[src/rtl/interrupt_sequencer_if.sv]
`default_nettype none
// +----------------------------------------------------------------------+
// | interrupt_sequencer_if                                               |
// | CPU-facing interrupt bus: instruction word, valid strobe and the     |
// | queue status counters published by the interrupt sequencer.          |
// | Revision: 1.0                                                        |
// +----------------------------------------------------------------------+
interface interrupt_sequencer_if;
  logic [31:0] interrupt_instruction;
  logic        instr_valid;
  logic [2:0]  queue_level;
  logic [7:0]  dropped_count;

  // The sequencer drives the bus.
  modport master (
    output interrupt_instruction,
    output instr_valid,
    output queue_level,
    output dropped_count
  );

  // The CPU interrupt port and status observers consume it.
  modport slave (
    input interrupt_instruction,
    input instr_valid,
    input queue_level,
    input dropped_count
  );
endinterface
`default_nettype wire

[src/rtl/interrupt_sequencer.sv]
`default_nettype none
// +----------------------------------------------------------------------+
// | interrupt_sequencer                                                  |
// | Synchronises and debounces the jump button and the frame clock,     |
// | queues the resulting events in a 4-entry FIFO and issues them to the |
// | CPU as single-cycle interrupt instructions separated by ISSUE_GAP    |
// | nop cycles.                                                          |
// | Revision: 1.0                                                        |
// +----------------------------------------------------------------------+
module interrupt_sequencer #(
  parameter int unsigned DEBOUNCE_CYCLES = 500000,
  parameter int unsigned ISSUE_GAP       = 8,
  parameter logic [31:0] FRAME_INSTR     = 32'h0800_0100,
  parameter logic [31:0] JUMP_INSTR      = 32'h0800_0200
) (
  input  logic                  clk,
  input  logic                  reset_n,
  input  logic                  jump_key,
  input  logic                  frame_clk,
  interrupt_sequencer_if.master irq_o
);

  // Counter widths are chosen to hold the full parameter value.
  localparam int DEB_W = (DEBOUNCE_CYCLES < 2) ? 1 : $clog2(DEBOUNCE_CYCLES + 1);
  localparam int GAP_W = (ISSUE_GAP < 1) ? 1 : $clog2(ISSUE_GAP + 1);
  localparam logic [DEB_W-1:0] DEB_LAST = DEB_W'(DEBOUNCE_CYCLES - 1);
  // A zero gap still spends one cycle in GAP.
  localparam logic [GAP_W-1:0] GAP_LAST = GAP_W'((ISSUE_GAP == 0) ? 0 : ISSUE_GAP - 1);
  localparam logic [2:0]       DEPTH    = 3'd4;

  typedef enum logic [1:0] {
    S_IDLE  = 2'd0,
    S_ISSUE = 2'd1,
    S_GAP   = 2'd2
  } state_t;

  // Synchroniser and edge-detect flops
  logic jump_meta_q, jump_sync_q;
  logic frame_meta_q, frame_sync_q, frame_dly_q;
  // Debouncer
  logic             jump_deb_q, jump_deb_dly_q;
  logic [DEB_W-1:0] deb_cnt_q;
  // FIFO: one type bit per entry, 0 = frame, 1 = jump
  logic [3:0] fifo_q, fifo_d;
  logic [1:0] wr_ptr_q, wr_ptr_d, rd_ptr_q, rd_ptr_d;
  logic [2:0] count_q, count_d;
  logic [7:0] dropped_q, dropped_d;
  // Issue FSM
  state_t           state_q, state_d;
  logic [GAP_W-1:0] gap_q, gap_d;
  logic [31:0]      instr_q, instr_d;
  logic             valid_q, valid_d;

  logic       frame_evt, jump_evt, pop;
  logic       push_frame, push_jump;
  logic [2:0] count_mid;
  logic [1:0] n_drop, jump_slot;
  logic [8:0] drop_sum;

  // Two-flop synchronisers on both asynchronous inputs, plus one delay for frame edge detect
  always_ff @(posedge clk or negedge reset_n) begin
    if (!reset_n) begin
      jump_meta_q  <= 1'b0;
      jump_sync_q  <= 1'b0;
      frame_meta_q <= 1'b0;
      frame_sync_q <= 1'b0;
      frame_dly_q  <= 1'b0;
    end else begin
      jump_meta_q  <= jump_key;
      jump_sync_q  <= jump_meta_q;
      frame_meta_q <= frame_clk;
      frame_sync_q <= frame_meta_q;
      frame_dly_q  <= frame_sync_q;
    end
  end

  assign frame_evt = frame_sync_q & ~frame_dly_q;

  // Debounce: accept a new key level only after DEBOUNCE_CYCLES consecutive differing samples
  always_ff @(posedge clk or negedge reset_n) begin
    if (!reset_n) begin
      jump_deb_q     <= 1'b0;
      jump_deb_dly_q <= 1'b0;
      deb_cnt_q      <= '0;
    end else begin
      jump_deb_dly_q <= jump_deb_q;
      if (jump_sync_q == jump_deb_q) begin
        deb_cnt_q <= '0;
      end else if (deb_cnt_q == DEB_LAST) begin
        jump_deb_q <= ~jump_deb_q;
        deb_cnt_q  <= '0;
      end else begin
        deb_cnt_q <= deb_cnt_q + 1'b1;
      end
    end
  end

  // Only the press direction of the debounced key is an event; holding never repeats.
  assign jump_evt = jump_deb_q & ~jump_deb_dly_q;

  // FIFO next state: frame is pushed before jump; the full test sees the occupancy at the
  // start of the cycle plus any earlier push, so a same-cycle pop does not free a slot.
  always_comb begin
    push_frame = frame_evt && (count_q < DEPTH);
    count_mid  = count_q + {2'b00, push_frame};
    push_jump  = jump_evt && (count_mid < DEPTH);
    n_drop     = {1'b0, frame_evt & ~push_frame} + {1'b0, jump_evt & ~push_jump};
    jump_slot  = wr_ptr_q + {1'b0, push_frame};

    fifo_d = fifo_q;
    if (push_frame) fifo_d[wr_ptr_q]  = 1'b0;
    if (push_jump)  fifo_d[jump_slot] = 1'b1;

    wr_ptr_d = wr_ptr_q + {1'b0, push_frame} + {1'b0, push_jump};
    rd_ptr_d = rd_ptr_q + {1'b0, pop};
    count_d  = count_mid + {2'b00, push_jump} - {2'b00, pop};

    drop_sum  = {1'b0, dropped_q} + {7'd0, n_drop};
    dropped_d = drop_sum[8] ? 8'hFF : drop_sum[7:0];
  end

  // FIFO storage, pointers, occupancy and saturating drop counter
  always_ff @(posedge clk or negedge reset_n) begin
    if (!reset_n) begin
      fifo_q    <= '0;
      wr_ptr_q  <= '0;
      rd_ptr_q  <= '0;
      count_q   <= '0;
      dropped_q <= '0;
    end else begin
      fifo_q    <= fifo_d;
      wr_ptr_q  <= wr_ptr_d;
      rd_ptr_q  <= rd_ptr_d;
      count_q   <= count_d;
      dropped_q <= dropped_d;
    end
  end

  // Issue FSM next state: pop and load in IDLE, one ISSUE cycle, then ISSUE_GAP nop cycles
  always_comb begin
    state_d = state_q;
    gap_d   = gap_q;
    instr_d = '0;
    valid_d = 1'b0;
    pop     = 1'b0;
    unique case (state_q)
      S_IDLE: begin
        if (count_q != 3'd0) begin
          pop     = 1'b1;
          instr_d = fifo_q[rd_ptr_q] ? JUMP_INSTR : FRAME_INSTR;
          valid_d = 1'b1;
          state_d = S_ISSUE;
        end
      end
      S_ISSUE: begin
        gap_d   = '0;
        state_d = S_GAP;
      end
      S_GAP: begin
        if (gap_q == GAP_LAST) begin
          state_d = S_IDLE;
        end else begin
          gap_d = gap_q + 1'b1;
        end
      end
      default: begin
        state_d = S_IDLE;
      end
    endcase
  end

  // Issue FSM state and registered outputs
  always_ff @(posedge clk or negedge reset_n) begin
    if (!reset_n) begin
      state_q <= S_IDLE;
      gap_q   <= '0;
      instr_q <= '0;
      valid_q <= 1'b0;
    end else begin
      state_q <= state_d;
      gap_q   <= gap_d;
      instr_q <= instr_d;
      valid_q <= valid_d;
    end
  end

  assign irq_o.interrupt_instruction = instr_q;
  assign irq_o.instr_valid           = valid_q;
  assign irq_o.queue_level           = count_q;
  assign irq_o.dropped_count         = dropped_q;

endmodule
`default_nettype wire

[src/flat_wrapper.sv]
// flat-port wrapper written by rule: the top's interface ports become plain ports
module interrupt_sequencer_flat 
#(
  parameter int unsigned DEBOUNCE_CYCLES = 500000,
  parameter int unsigned ISSUE_GAP       = 8,
  parameter logic [31:0] FRAME_INSTR     = 32'h0800_0100,
  parameter logic [31:0] JUMP_INSTR      = 32'h0800_0200
)
  (clk, reset_n, jump_key, frame_clk, irq_o_interrupt_instruction, irq_o_instr_valid, irq_o_queue_level, irq_o_dropped_count);
  interrupt_sequencer_if irq_o_i ();
  input  logic clk;
  input  logic reset_n;
  input  logic jump_key;
  input  logic frame_clk;
  output wire logic [$bits(irq_o_i.interrupt_instruction)-1:0] irq_o_interrupt_instruction;
  output wire logic [$bits(irq_o_i.instr_valid)-1:0] irq_o_instr_valid;
  output wire logic [$bits(irq_o_i.queue_level)-1:0] irq_o_queue_level;
  output wire logic [$bits(irq_o_i.dropped_count)-1:0] irq_o_dropped_count;
  assign irq_o_interrupt_instruction = irq_o_i.interrupt_instruction;
  assign irq_o_instr_valid = irq_o_i.instr_valid;
  assign irq_o_queue_level = irq_o_i.queue_level;
  assign irq_o_dropped_count = irq_o_i.dropped_count;
  interrupt_sequencer #(.DEBOUNCE_CYCLES(DEBOUNCE_CYCLES), .ISSUE_GAP(ISSUE_GAP), .FRAME_INSTR(FRAME_INSTR), .JUMP_INSTR(JUMP_INSTR)) u_core (.clk(clk), .reset_n(reset_n), .jump_key(jump_key), .frame_clk(frame_clk), .irq_o(irq_o_i));
endmodule
[config.mk]
export PLATFORM = sky130hd
export DESIGN_NAME = interrupt_sequencer_flat
export DESIGN_NICKNAME = d
export VERILOG_FILES = /design/src/rtl/interrupt_sequencer_if.sv /design/src/rtl/interrupt_sequencer.sv /design/src/flat_wrapper.sv
export SDC_FILE = /design/constraint.sdc
export NUM_CORES = 1
export LEC_CHECK = 0
export BUFFER_PORTS_ARGS = -buffer_cell sky130_fd_sc_hd__buf_2
export CAP_MARGIN = 25
export CORE_MARGIN = 3
export CORE_UTILIZATION = 52
export CTS_CLUSTER_DIAMETER = 100
export DETAILED_ROUTE_END_ITERATION = 16
export PLACE_DENSITY = 0.83
export SLEW_MARGIN = 20
export SYNTH_ARGS = -nofsm -noshare
export SYNTH_HDL_FRONTEND = slang
export SYNTH_SLANG_ARGS = --single-unit
[constraint.sdc]
create_clock -name clk -period 3.75 [get_ports clk]
set_input_delay 0.75 -clock clk [delete_from_list [all_inputs] [get_ports clk]]
set_output_delay 0.75 -clock clk [all_outputs]
set_load 0.1 [all_outputs]
## Word-level counts from Yosys, hierarchy flattened

Cells that the tools add are included.

| cells by class | value |
|---|---|
| order comparisons | 7 |
| eq/ne operators | 8 |
| bitwise gates (word level) | 13 |
| reduce and logical (&&, ||, !) cells | 10 |
| mux-type cells | 21 |
| $add $sub $neg | 10 |

Operators with widths:

| cell | number |
|---|---|
| $mux W32 | 2 |
| $mux W19 | 2 |
| $add A19 B1 Y19 const B | 1 |
| $eq A19 B19 Y1 const B | 1 |
| $mux W4 | 3 |
| $mux W10 | 1 |
| $add A8 B2 Y9 | 1 |
| $lt A2 B3 Y1 const B | 3 |
| $mux W8 | 1 |
| $pmux W4 S2 | 1 |
| $add A2 B1 Y2 | 3 |
| $add A3 B1 Y3 | 2 |
| $lt A3 B3 Y1 const B | 2 |
| $not A1 Y1 | 6 |
| $pmux W2 S3 | 1 |
| $reduce_and A2 Y1 | 3 |
| $mux W1 | 5 |
| $add A4 B1 Y4 const B | 1 |
| $and A1 B1 Y1 | 4 |
| $and A4 B4 Y4 | 1 |
| $demux W1 S2 | 2 |
| $eq A4 B3 Y1 const B | 1 |
| $ge A2 B1 Y1 const B | 2 |
| $logic_and A1 B1 Y1 | 4 |
| 14 further kinds | 16 |

| storage, ports and cells | value |
|---|---|
| output and inout port bits | 44 |
| input bits | 4 |
| logic and storage cells | 86 |
| flip-flop bits (word level) | 84 |

## Longest topological paths before layout

Gate-level depths: netlist (run 1).

| logic depth | value |
|---|---|
| depth in word-level cells | 11 |
| mapped depth | 12 |
| gate-level depth less buffers | 12 |

## Worst setup path before layout (run 1)

Ideal clock, no wire load.

| path | value |
|---|---|
| path type | register to register |
| start point | register u_core.count_q[2] (netlist: u_core.irq_o.queue_level[2]) |
| end point | register u_core.count_q[2] (netlist: u_core.irq_o.queue_level[2]) |
| path slack | 0.112 ns |
| data required time | 3.620 ns |
| stages on the path, launching flop included | 13 |
| library setup time | 0.130 ns |
| clock period less this slack | 3.638 ns |
| buffers on the path | 0 |
| arrival time | 3.509 ns |
| path through | dfrtp_1 > or3b_2 > inv_1 > ha_1 > ha_1 > xor2_1 > or3b_2 > ha_1 > inv_1 > ha_1 > fa_1 > xor2_1 > xnor2_1 |

| between the ends | value |
|---|---|
| cells in the longest elaborated chain, start to end | 7 |
| elaborated cells between the ends (all ways) | 10 |
| classes of those cells | 3 x add/sub; 2 x order compare; 2 x mux; 3 x reduce/logical |

Ends and longest elaborated chain:

| element | line | source |
|---|---|---|
| from (decl) | interrupt_sequencer.sv:46 | `logic [2:0] count_q, count_d;` |
| from (signal assigned) | interrupt_sequencer.sv:134 | `count_q <= count_d;` |
| $lt A3 B3 Y1 | interrupt_sequencer.sv:104 | `push_frame = frame_evt && (count_q < DEPTH);` |
| $logic_and A1 B1 Y1 | interrupt_sequencer.sv:104 |  |
| $add A3 B1 Y3 | interrupt_sequencer.sv:105 | `count_mid = count_q + {2'b00, push_frame};` |
| $lt A3 B3 Y1 | interrupt_sequencer.sv:106 | `push_jump = jump_evt && (count_mid < DEPTH);` |
| $logic_and A1 B1 Y1 | interrupt_sequencer.sv:106 |  |
| $add A3 B1 Y3 | interrupt_sequencer.sv:116 | `count_d = count_mid + {2'b00, push_jump} - {2'b00, pop};` |
| $sub A3 B1 Y3 * | interrupt_sequencer.sv:116 |  |
| named net u_core.count_d[2] | interrupt_sequencer.sv:46 |  |

Mark *: on every way through the listed nets, which the timed path passes. The rest lies on a longest branch.
A chain may end at the register's enable or synchronous reset.

## Final worst setup path (run 1)

Same ends and word-level chain as after synthesis.

==> flow_summary.html, run 1 <==
<table>
<tr><th>Metric</th><th>Value</th></tr>
<tr><th colspan="2">Clock tree</th></tr>
<tr><td>Buffer cell driving the clock tree root</td><td>clkbuf_8</td></tr>
<tr><td>Total CTS buffers</td><td>5</td></tr>
<tr><td>Insertion delay of the later-clocked pin in the worst-skew pair</td><td>0.31 ns</td></tr>
<tr><td>CTS sink count</td><td>54</td></tr>
<tr><td>TritonCTS clock tree</td><td>built</td></tr>
<tr><td>H-tree levels</td><td>2</td></tr>
<tr><td>Post-CTS resize count</td><td>0</td></tr>
<tr><td>Worst-path clk slew</td><td>0.09 ns</td></tr>
<tr><td>Post-CTS setup repair buffer count</td><td>0</td></tr>
<tr><td>Longest Clk Path Bufs</td><td>2</td></tr>
<tr><td>Number of hold-repair buffers added at the cts stage</td><td>0</td></tr>
<tr><th colspan="2">Route</th></tr>
<tr><td>Total number of vias</td><td>1777</td></tr>
<tr><td>Number of search-and-repair iterations in the first detailed-routing pass</td><td>4</td></tr>
<tr><td>Antenna-violating nets left</td><td>0</td></tr>
<tr><td>Via count normalized by instance count</td><td>5.12</td></tr>
<tr><td>Remaining routing DRC violations</td><td>0</td></tr>
<tr><td>Total wire length after detailed routing</td><td>4490 um</td></tr>
<tr><td>Average wire per standard cell</td><td>13.0 um</td></tr>
<tr><td>DR iter-0 viols</td><td>156</td></tr>
<tr><th colspan="2">Worst setup path</th></tr>
<tr><td>Worst reg2reg path endpoint</td><td>u_core.irq_o.queue_level[2]</td></tr>
<tr><td>Critical Path, Cell by Cell</td><td>or3b_2 -&gt; inv_1 -&gt; ha_1 -&gt; ha_1 -&gt; xor2_1 -&gt; or3b_2 -&gt; ha_1 -&gt; inv_1 -&gt; ha_1 -&gt; fa_1 -&gt; xor2_1 -&gt; xnor2_1</td></tr>
<tr><td>Register-to-register path setup slack</td><td>0.47 ns</td></tr>
<tr><td>CP startpoint</td><td>u_core.irq_o.queue_level[2]</td></tr>
<tr><td>Endpoint kind of the worst setup timing path</td><td>flop</td></tr>
<tr><td>Critical path class</td><td>reg -&gt; reg</td></tr>
<tr><td>Most Frequent Cell on Critical Path</td><td>ha_1</td></tr>
<tr><td>Worst Setup Start Kind</td><td>flop</td></tr>
<tr><td>Required time of the critical path</td><td>3.94 ns</td></tr>
<tr><td>Arrival time at the worst endpoint</td><td>3.47 ns</td></tr>
<tr><td>Reg-to-Reg Start</td><td>u_core.irq_o.queue_level[2]</td></tr>
<tr><td>Path depth of the worst reg2reg path</td><td>12</td></tr>
<tr><td>Capture point of the critical path</td><td>u_core.irq_o.queue_level[2]</td></tr>
<tr><td>Largest fanout on the critical path</td><td>5</td></tr>
<tr><td>Largest stage delay, worst path</td><td>0.52 ns</td></tr>
<tr><td>Worst path slowest cell</td><td>or3b_2</td></tr>
<tr><th colspan="2">Synthesis</th></tr>
<tr><td>Fraction of registers with async set/reset</td><td>1.00</td></tr>
<tr><td>Post-synthesis average cell area</td><td>10.6 sq um</td></tr>
<tr><td>Multiplexer area fraction after synthesis</td><td>0.0159</td></tr>
<tr><td>Simple-Gate Fraction of Synth Area</td><td>0.171</td></tr>
<tr><td>Xor-xnor portion of the synthesized cell area</td><td>0.0765</td></tr>
<tr><td>Leading register cell type out of synthesis</td><td>dfrtp_1</td></tr>
<tr><td>Count of warnings emitted by yosys</td><td>0</td></tr>
<tr><td>Synth Area in Compound Gates</td><td>0.0770</td></tr>
<tr><td>Part of the Yosys area used for sequential elements</td><td>0.492</td></tr>
<tr><td>Adder-cell share of the synthesized area</td><td>0.0556</td></tr>
<tr><td>Dominant combinational cell family by area after synthesis</td><td>simple AND/OR/NAND/NOR gates</td></tr>
<tr><td>Post-synth EDFFs</td><td>0</td></tr>
<tr><td>Post-synthesis instance area</td><td>2750 sq um</td></tr>
<tr><td>Post-synthesis cell type count</td><td>42</td></tr>
<tr><td>Syn Inst Count</td><td>259</td></tr>
<tr><td>Synthesis-stage register bit count</td><td>54</td></tr>
<tr><th colspan="2">Timing</th></tr>
<tr><td>Worst relative slew slack</td><td>0.410</td></tr>
<tr><td>Max-slew violation count</td><td>0</td></tr>
<tr><td>Setup repair after global routing missed its margin</td><td>no</td></tr>
<tr><td>Period Utilization, post-route</td><td>0.874</td></tr>
<tr><td>Final worst clock skew</td><td>0.00424 ns</td></tr>
<tr><td>Shortest clock period the worst path allows after layout</td><td>3.28 ns</td></tr>
<tr><td>Sum of negative setup slack</td><td>0 ns</td></tr>
<tr><td>Maximum clock frequency</td><td>305 MHz</td></tr>
<tr><td>Final Hold Viols</td><td>0</td></tr>
<tr><td>Worst slew pin tran</td><td>0.882 ns</td></tr>
<tr><td>Fin Hold WS</td><td>0.364 ns</td></tr>
<tr><td>Final setup violating endpoints</td><td>0</td></tr>
<tr><th colspan="2">Floorplan</th></tr>
<tr><td>Die Wd</td><td>78.7 um</td></tr>
<tr><td>Die span in y</td><td>78.7 um</td></tr>
<tr><td>Starting Density</td><td>0.559</td></tr>
<tr><td>Number of standard-cell rows in the floorplan</td><td>25</td></tr>
<tr><td>Core area</td><td>4910 sq um</td></tr>
<tr><td>Die Outline Area</td><td>6190 sq um</td></tr>
<tr><td>Number of primary I/O pins</td><td>48</td></tr>
<tr><th colspan="2">Run</th></tr>
<tr><td>Maximum Capacitance Violations</td><td>0</td></tr>
<tr><th colspan="2">Place</th></tr>
<tr><td>I/O Buffers</td><td>18</td></tr>
<tr><td>Hpwl dp</td><td>3250 um</td></tr>
<tr><td>Cell area after placement</td><td>2790 sq um</td></tr>
<tr><td>Placer congestion estimate</td><td>0.809</td></tr>
<tr><th colspan="2">Finish</th></tr>
<tr><td>Area Growth Syn to Fin</td><td>5.19%</td></tr>
<tr><td>Diode insertion count for antenna repair</td><td>0</td></tr>
<tr><td>Post-layout net count</td><td>294</td></tr>
<tr><td>Most frequent standard cell in the layout excluding fill and tap cells</td><td>dfrtp_1</td></tr>
<tr><td>Final instance area</td><td>2890 sq um</td></tr>
<tr><td>Commonest non-fill, non-tap cells in the layout</td><td>dfrtp_1 (54), conb_1 (29), nor2_1 (22), buf_2 (18), xnor2_1 (17)</td></tr>
<tr><td>Fraction of layout instances using a drive strength above 1</td><td>0.121</td></tr>
<tr><th colspan="2">Power</th></tr>
<tr><td>Worst vdd rail ir drop</td><td>742 uV</td></tr>
<tr><td>Switching portion of total power</td><td>0.503</td></tr>
<tr><td>Total net switching power</td><td>1070 uW</td></tr>
<tr><td>Register share of total power</td><td>0.378</td></tr>
<tr><td>Part of the total power dissipated in the clock network</td><td>0.169</td></tr>
<tr><td>Static Leak</td><td>0.00138 uW</td></tr>
<tr><td>Comb power frac</td><td>0.454</td></tr>
<tr><td>PwrDens</td><td>734 nW/um^2</td></tr>
<tr><td>Internal portion of total power</td><td>1050 uW</td></tr>
<tr><td>Power after layout</td><td>2120 uW</td></tr>
<tr><th colspan="2">GRT</th></tr>
<tr><td>First-pass GRT wire length</td><td>7710 um</td></tr>
<tr><td>Initial antenna violation count</td><td>0</td></tr>
<tr><td>Pin count of the biggest net entering global routing</td><td>42</td></tr>
<tr><td>Total Routing Usage GR</td><td>0.158</td></tr>
<tr><td>Total congestion overflow after global routing</td><td>0</td></tr>
<tr><td>Via count of the first global-routing pass</td><td>1732</td></tr>
<tr><th colspan="2">Hold path</th></tr>
<tr><td>Class of the tightest hold or removal check</td><td>reg -&gt; reg</td></tr>
<tr><th colspan="2">Run status</th></tr>
<tr><td>Run status</td><td>finished clean</td></tr>
</table>
[per-stage QoR]
stage,worst slack [ns],instances,util
after floorplan,0.112,287,-
after global placement,0.600,339,0.567
after detailed placement,0.491,339,0.567
after CTS,0.468,347,0.589
after global routing,0.316,347,0.589
final,0.472,347,0.589
[worst min-delay path by stage]
stage	from	endpoint	slack (ns)	cells after the start
after global placement	u_core.frame_meta_q	u_core.frame_sync_q	0.33	0
after global routing	u_core.frame_meta_q	u_core.frame_sync_q	0.38	0
after CTS	u_core.jump_meta_q	u_core.jump_sync_q	0.37	0
final	u_core.frame_meta_q	u_core.frame_sync_q	0.36	0
after detailed placement	u_core.frame_meta_q	u_core.frame_sync_q	0.35	0
after floorplan	u_core.frame_meta_q	u_core.frame_sync_q	0.33	0
[cell families after synthesis]
group | Yosys count
buf+inv | 49
compound gates | 32
mux | 3
simple gates | 85
fa+ha+maj | 11
xor+xnor | 24
other cells | 1
flops | 54
[per-layer routing]
layer  GRT usage  routed length, um  up-vias
met1       0.204               2020      853
met3      0.0397                240        8
met2       0.255               2150       49
met4      0.0647                 85        0
li1            -                  -      867
met5           0                  0        -
[worst max-delay path, delay by kind of cell, from the launching register on]
kind / cells / cell delay (ns)
adders and majority gates: 5 / 1.16
and+or+nand+nor: 2 / 1.02
DFF: 1 / 0.44
buffers and inverters: 2 / 0.15
xor gates and xnor gates: 3 / 0.40
[Yosys cell counts (3+ instances only)]
library cell  count  area [sq um]
buf_4            30           225
inv_1            15          56.3
nand2_1          10          37.5
ha_1              9           113
nor2b_1           5          31.3
o22ai_1           3          18.8
nand4_1           5          31.3
nand3b_1          3          22.5
nor2_1           22          82.6
nand3_1           9          45.0
dfrtp_1          54          1350
nor4_1            8          50.1
a21oi_1           9          45.0
o31ai_1           3          22.5
o21ai_0           9          45.0
xor2_1            7          61.3
xnor2_1          17           149
nor3_1            9          45.0
[cell type report]
class,count,area (sq um)
sequential,54,1350
timing repair buffer,19,97.6
inverter,15,56.3
tap,67,83.8
clock buffer,7,96.3
clock inverter,1,8.76
fill,417,2020
multi-input combinational,184,1200
[power by group through the flow]
stage | Combinational [uW] | Sequential, uW | Clock, uW
4_1_cts | 968 | 801 | 363
3_3_place_gp | 936 | 806 | 0
3_5_place_dp | 968 | 810 | 0
6_report | 962 | 801 | 358
5_1_grt | 1030 | 818 | 385
2_1_floorplan | 489 | 1160 | 0
[sequential cells by signal (all words and copies together) (netlist names), 2 cells and up]
name and cells:
u_core.deb_cnt_q 19, u_core.irq_o.dropped_count 8, u_core.fifo_q 4, u_core.gap_q 4
u_core.irq_o.interrupt_instruction 3, u_core.irq_o.queue_level 3, u_core.rd_ptr_q 2, u_core.state_q 2
u_core.wr_ptr_q 2
Power figures use the tool's default switching activity.
==> run 2, diff against run 1 <==
--- a/config.mk
+++ b/config.mk
@@ -11,6 +11,7 @@
 export CORE_UTILIZATION = 52
 export CTS_CLUSTER_DIAMETER = 100
 export DETAILED_ROUTE_END_ITERATION = 16
+export MAX_ROUTING_LAYER = met4
 export PLACE_DENSITY = 0.83
 export SLEW_MARGIN = 20
 export SYNTH_ARGS = -nofsm -noshare
==> run 2 against run 1 <==
Net effect: maximum frequency is 0.15% lower; first-iteration DRC count is 2.6% lower; global-route usage is 0.46 points higher; worst setup slack worse by 0.0049 ns; final cell count stayed put; clock skew is 0.0015 ns lower; hold slack hardly changed; utilization stayed put.
==> flow_summary.html, run 2 (synthesis gave the netlist of run 1 again) <==
<table>
<tr><th>Metric</th><th>Value</th></tr>
<tr><th colspan="2">Worst setup path</th></tr>
<tr><td>Critical Path, Cell by Cell</td><td>or3b_2 -&gt; inv_1 -&gt; ha_1 -&gt; ha_1 -&gt; xor2_1 -&gt; or3b_2 -&gt; ha_1 -&gt; inv_1 -&gt; ha_1 -&gt; fa_1 -&gt; xor2_1 -&gt; xnor2_1</td></tr>
<tr><td>Worst Setup Start Kind</td><td>flop</td></tr>
<tr><td>Worst path slowest cell</td><td>or3b_2</td></tr>
<tr><td>Crit-path leading delay family</td><td>adder cells</td></tr>
<tr><td>Crit path depth</td><td>12 (unchanged)</td></tr>
<tr><td>Path depth of the worst reg2reg path</td><td>12 (unchanged)</td></tr>
<tr><td>Largest stage delay, worst path</td><td>0.52 ns (about the same)</td></tr>
<tr><td>Reg-to-Reg Start</td><td>u_core.irq_o.queue_level[2]</td></tr>
<tr><td>WP buf/inv</td><td>2 (unchanged)</td></tr>
<tr><td>Arrival time at the worst endpoint</td><td>3.48 ns (about the same)</td></tr>
<tr><td>Largest fanout on the critical path</td><td>5 (unchanged)</td></tr>
<tr><td>Register-to-register path setup slack</td><td>0.47 ns (about the same)</td></tr>
<tr><td>Required time of the critical path</td><td>3.94 ns (about the same)</td></tr>
<tr><td>Critical path class</td><td>reg -&gt; reg</td></tr>
<tr><td>Worst reg2reg path endpoint</td><td>u_core.irq_o.queue_level[2]</td></tr>
<tr><td>Endpoint kind of the worst setup timing path</td><td>flop</td></tr>
<tr><td>Most Frequent Cell on Critical Path</td><td>ha_1</td></tr>
<tr><th colspan="2">Floorplan</th></tr>
<tr><td>Die span in y</td><td>78.7 um (unchanged)</td></tr>
<tr><td>Die Wd</td><td>78.7 um (unchanged)</td></tr>
<tr><td>Core area</td><td>4910 sq um (unchanged)</td></tr>
<tr><td>Number of primary I/O pins</td><td>48 (unchanged)</td></tr>
<tr><td>Starting Density</td><td>0.559 (unchanged)</td></tr>
<tr><td>Number of standard-cell rows in the floorplan</td><td>25 (unchanged)</td></tr>
<tr><td>Die Outline Area</td><td>6190 sq um (unchanged)</td></tr>
<tr><th colspan="2">Clock tree</th></tr>
<tr><td>Longest Clk Path Bufs</td><td>2 (unchanged)</td></tr>
<tr><td>H-tree levels</td><td>2 (unchanged)</td></tr>
<tr><td>Post-CTS setup repair buffer count</td><td>0 (unchanged)</td></tr>
<tr><td>Number of hold-repair buffers added at the cts stage</td><td>0 (unchanged)</td></tr>
<tr><td>TritonCTS clock tree</td><td>built</td></tr>
<tr><td>Post-CTS resize count</td><td>0 (unchanged)</td></tr>
<tr><td>Worst-path clk slew</td><td>0.09 ns (about the same)</td></tr>
<tr><td>Buffer cell driving the clock tree root</td><td>clkbuf_8</td></tr>
<tr><td>CTS sink count</td><td>54 (unchanged)</td></tr>
<tr><td>Total CTS buffers</td><td>5 (unchanged)</td></tr>
<tr><td>Insertion delay of the later-clocked pin in the worst-skew pair</td><td>0.31 ns (about the same)</td></tr>
<tr><th colspan="2">Finish</th></tr>
<tr><td>Post-layout net count</td><td>294 (unchanged)</td></tr>
<tr><td>Top reg by flops</td><td>u_core.deb_cnt_q</td></tr>
<tr><td>Diode insertion count for antenna repair</td><td>0 (unchanged)</td></tr>
<tr><td>Commonest non-fill, non-tap cells in the layout</td><td>dfrtp_1 (54), conb_1 (29), nor2_1 (22), buf_2 (18), xnor2_1 (17)</td></tr>
<tr><td>Area Growth Syn to Fin</td><td>5.19% (unchanged)</td></tr>
<tr><td>Fraction of layout instances using a drive strength above 1</td><td>0.121 (unchanged)</td></tr>
<tr><td>Final non-filler cell total</td><td>347 (unchanged)</td></tr>
<tr><td>Number of fill cells in the layout</td><td>417 (unchanged)</td></tr>
<tr><td>Max FFs per register</td><td>19 (unchanged)</td></tr>
<tr><td>Most frequent standard cell in the layout excluding fill and tap cells</td><td>dfrtp_1</td></tr>
<tr><th colspan="2">GRT</th></tr>
<tr><td>Via count of the first global-routing pass</td><td>1743 (+0.64%)</td></tr>
<tr><td>Pin count of the biggest net entering global routing</td><td>42 (unchanged)</td></tr>
<tr><td>Total Routing Usage GR</td><td>0.162 (+0.00464)</td></tr>
<tr><td>Initial antenna violation count</td><td>0 (unchanged)</td></tr>
<tr><td>First-pass GRT wire length</td><td>7700 um (about the same)</td></tr>
<tr><td>Total congestion overflow after global routing</td><td>0 (unchanged)</td></tr>
<tr><th colspan="2">Timing</th></tr>
<tr><td>Final worst clock skew</td><td>0.00277 ns (-0.00147 ns)</td></tr>
<tr><td>Shortest clock period the worst path allows after layout</td><td>3.28 ns (+0.00495 ns)</td></tr>
<tr><td>Final setup violating endpoints</td><td>0 (unchanged)</td></tr>
<tr><td>Max-slew violation count</td><td>0 (unchanged)</td></tr>
<tr><td>Setup repair after global routing missed its margin</td><td>no</td></tr>
<tr><td>Final Hold Viols</td><td>0 (unchanged)</td></tr>
<tr><td>Worst slew pin tran</td><td>0.889 ns (+0.00685 ns)</td></tr>
<tr><td>Sum of negative setup slack</td><td>0 ns (unchanged)</td></tr>
<tr><td>Worst Setup Slack, final</td><td>0.467 ns (-0.00495 ns)</td></tr>
<tr><td>Maximum clock frequency</td><td>305 MHz (-0.15%)</td></tr>
<tr><td>Period Utilization, post-route</td><td>0.875 (+0.00132)</td></tr>
<tr><td>Worst relative slew slack</td><td>0.405 (-0.00458)</td></tr>
<tr><th colspan="2">Route</th></tr>
<tr><td>Antenna-violating nets left</td><td>0 (unchanged)</td></tr>
<tr><td>Remaining routing DRC violations</td><td>0 (unchanged)</td></tr>
<tr><td>Number of search-and-repair iterations in the first detailed-routing pass</td><td>4 (unchanged)</td></tr>
<tr><td>DR iter-0 viols</td><td>152 (-2.6%)</td></tr>
<tr><td>Total number of vias</td><td>1797 (+1.1%)</td></tr>
<tr><td>Via count normalized by instance count</td><td>5.18 (+1.1%)</td></tr>
<tr><td>Average wire per standard cell</td><td>13.0 um (+0.24%)</td></tr>
<tr><td>Total wire length after detailed routing</td><td>4510 um (+0.24%)</td></tr>
<tr><th colspan="2">Hold path</th></tr>
<tr><td>Class of the tightest hold or removal check</td><td>reg -&gt; reg</td></tr>
<tr><td>Hold_sp</td><td>u_core.frame_meta_q</td></tr>
<tr><td>Count of cells along the worst hold path</td><td>0 (unchanged)</td></tr>
<tr><td>Hold endpoint</td><td>u_core.frame_sync_q</td></tr>
<tr><th colspan="2">Place</th></tr>
<tr><td>Pre-CTS setup slack</td><td>0.491 ns (unchanged)</td></tr>
<tr><td>Cell count after placement</td><td>339 (unchanged)</td></tr>
<tr><td>Hpwl dp</td><td>3250 um (unchanged)</td></tr>
<tr><td>I/O Buffers</td><td>18 (unchanged)</td></tr>
<tr><td>Placer congestion estimate</td><td>0.821 (+1.5%)</td></tr>
<tr><th colspan="2">Power</th></tr>
<tr><td>Internal portion of total power</td><td>1050 uW (about the same)</td></tr>
<tr><td>Total net switching power</td><td>1070 uW (about the same)</td></tr>
<tr><td>Comb power frac</td><td>0.454 (about the same)</td></tr>
<tr><td>Power after layout</td><td>2120 uW (about the same)</td></tr>
<tr><td>Register share of total power</td><td>0.377 (about the same)</td></tr>
<tr><td>Switching portion of total power</td><td>0.503 (about the same)</td></tr>
<tr><td>Part of the total power dissipated in the clock network</td><td>0.169 (about the same)</td></tr>
<tr><td>Static Leak</td><td>0.00138 uW (unchanged)</td></tr>
<tr><td>Worst vdd rail ir drop</td><td>742 uV (about the same)</td></tr>
<tr><td>PwrDens</td><td>734 nW/um^2 (about the same)</td></tr>
<tr><th colspan="2">Run status</th></tr>
<tr><td>Run status</td><td>finished clean</td></tr>
<tr><th colspan="2">Run</th></tr>
<tr><td>Maximum Capacitance Violations</td><td>0 (unchanged)</td></tr>
</table>
-- run 2: worst max path at each step --
stage,from,endpoint
after floorplan,u_core.irq_o.queue_level[2],u_core.irq_o.queue_level[2]
after global placement,u_core.irq_o.queue_level[2],u_core.irq_o.queue_level[2]
after detailed placement,u_core.irq_o.queue_level[2],u_core.irq_o.queue_level[2]
after CTS,u_core.irq_o.queue_level[2],u_core.irq_o.queue_level[2]
after global routing,u_core.irq_o.queue_level[2],u_core.irq_o.dropped_count[3]
final,u_core.irq_o.queue_level[2],u_core.irq_o.queue_level[2]
-- run 2: layer usage --
metal  up-vias  part of all wire  track usage
met3         8             0.068       0.0397
li1        867                 -            -
met2        69              0.47        0.256
met4         0             0.019       0.0682
met5         -                 0            -
met1       853              0.44        0.202
-- run 2: per-stage QoR --
| step | instance area, sq um | hold slack, ns | utilization |
|---|---|---|---|
| 2_1_floorplan | 2850 | 0.331 | - |
| 6_report | 2890 | 0.364 | 0.589 |
| 4_1_cts | 2890 | 0.367 | 0.589 |
| 3_5_place_dp | 2790 | 0.348 | 0.567 |
| 5_1_grt | 2890 | 0.376 | 0.589 |
| 3_3_place_gp | 2790 | 0.332 | 0.567 |
-- run 2: power groups by stage --
stage	Combinational (uW)	Sequential [uW]	Clock, uW
2_1_floorplan	489	1160	0
5_1_grt	1030	818	385
3_3_place_gp	936	806	0
3_5_place_dp	968	810	0
6_report	963	800	358
4_1_cts	968	801	363
-- run 2: cell type report --
type / count / area, sq um / share of cell area
sequential: 54 / 1350 / 0.468
multi-input combinational: 184 / 1200 / 0.414
timing repair buffer: 19 / 97.6 / 0.0338
clock buffer: 7 / 96.3 / 0.0333
tap: 67 / 83.8 / 0.0290
inverter: 15 / 56.3 / 0.0195
clock inverter: 1 / 8.76 / 0.00303
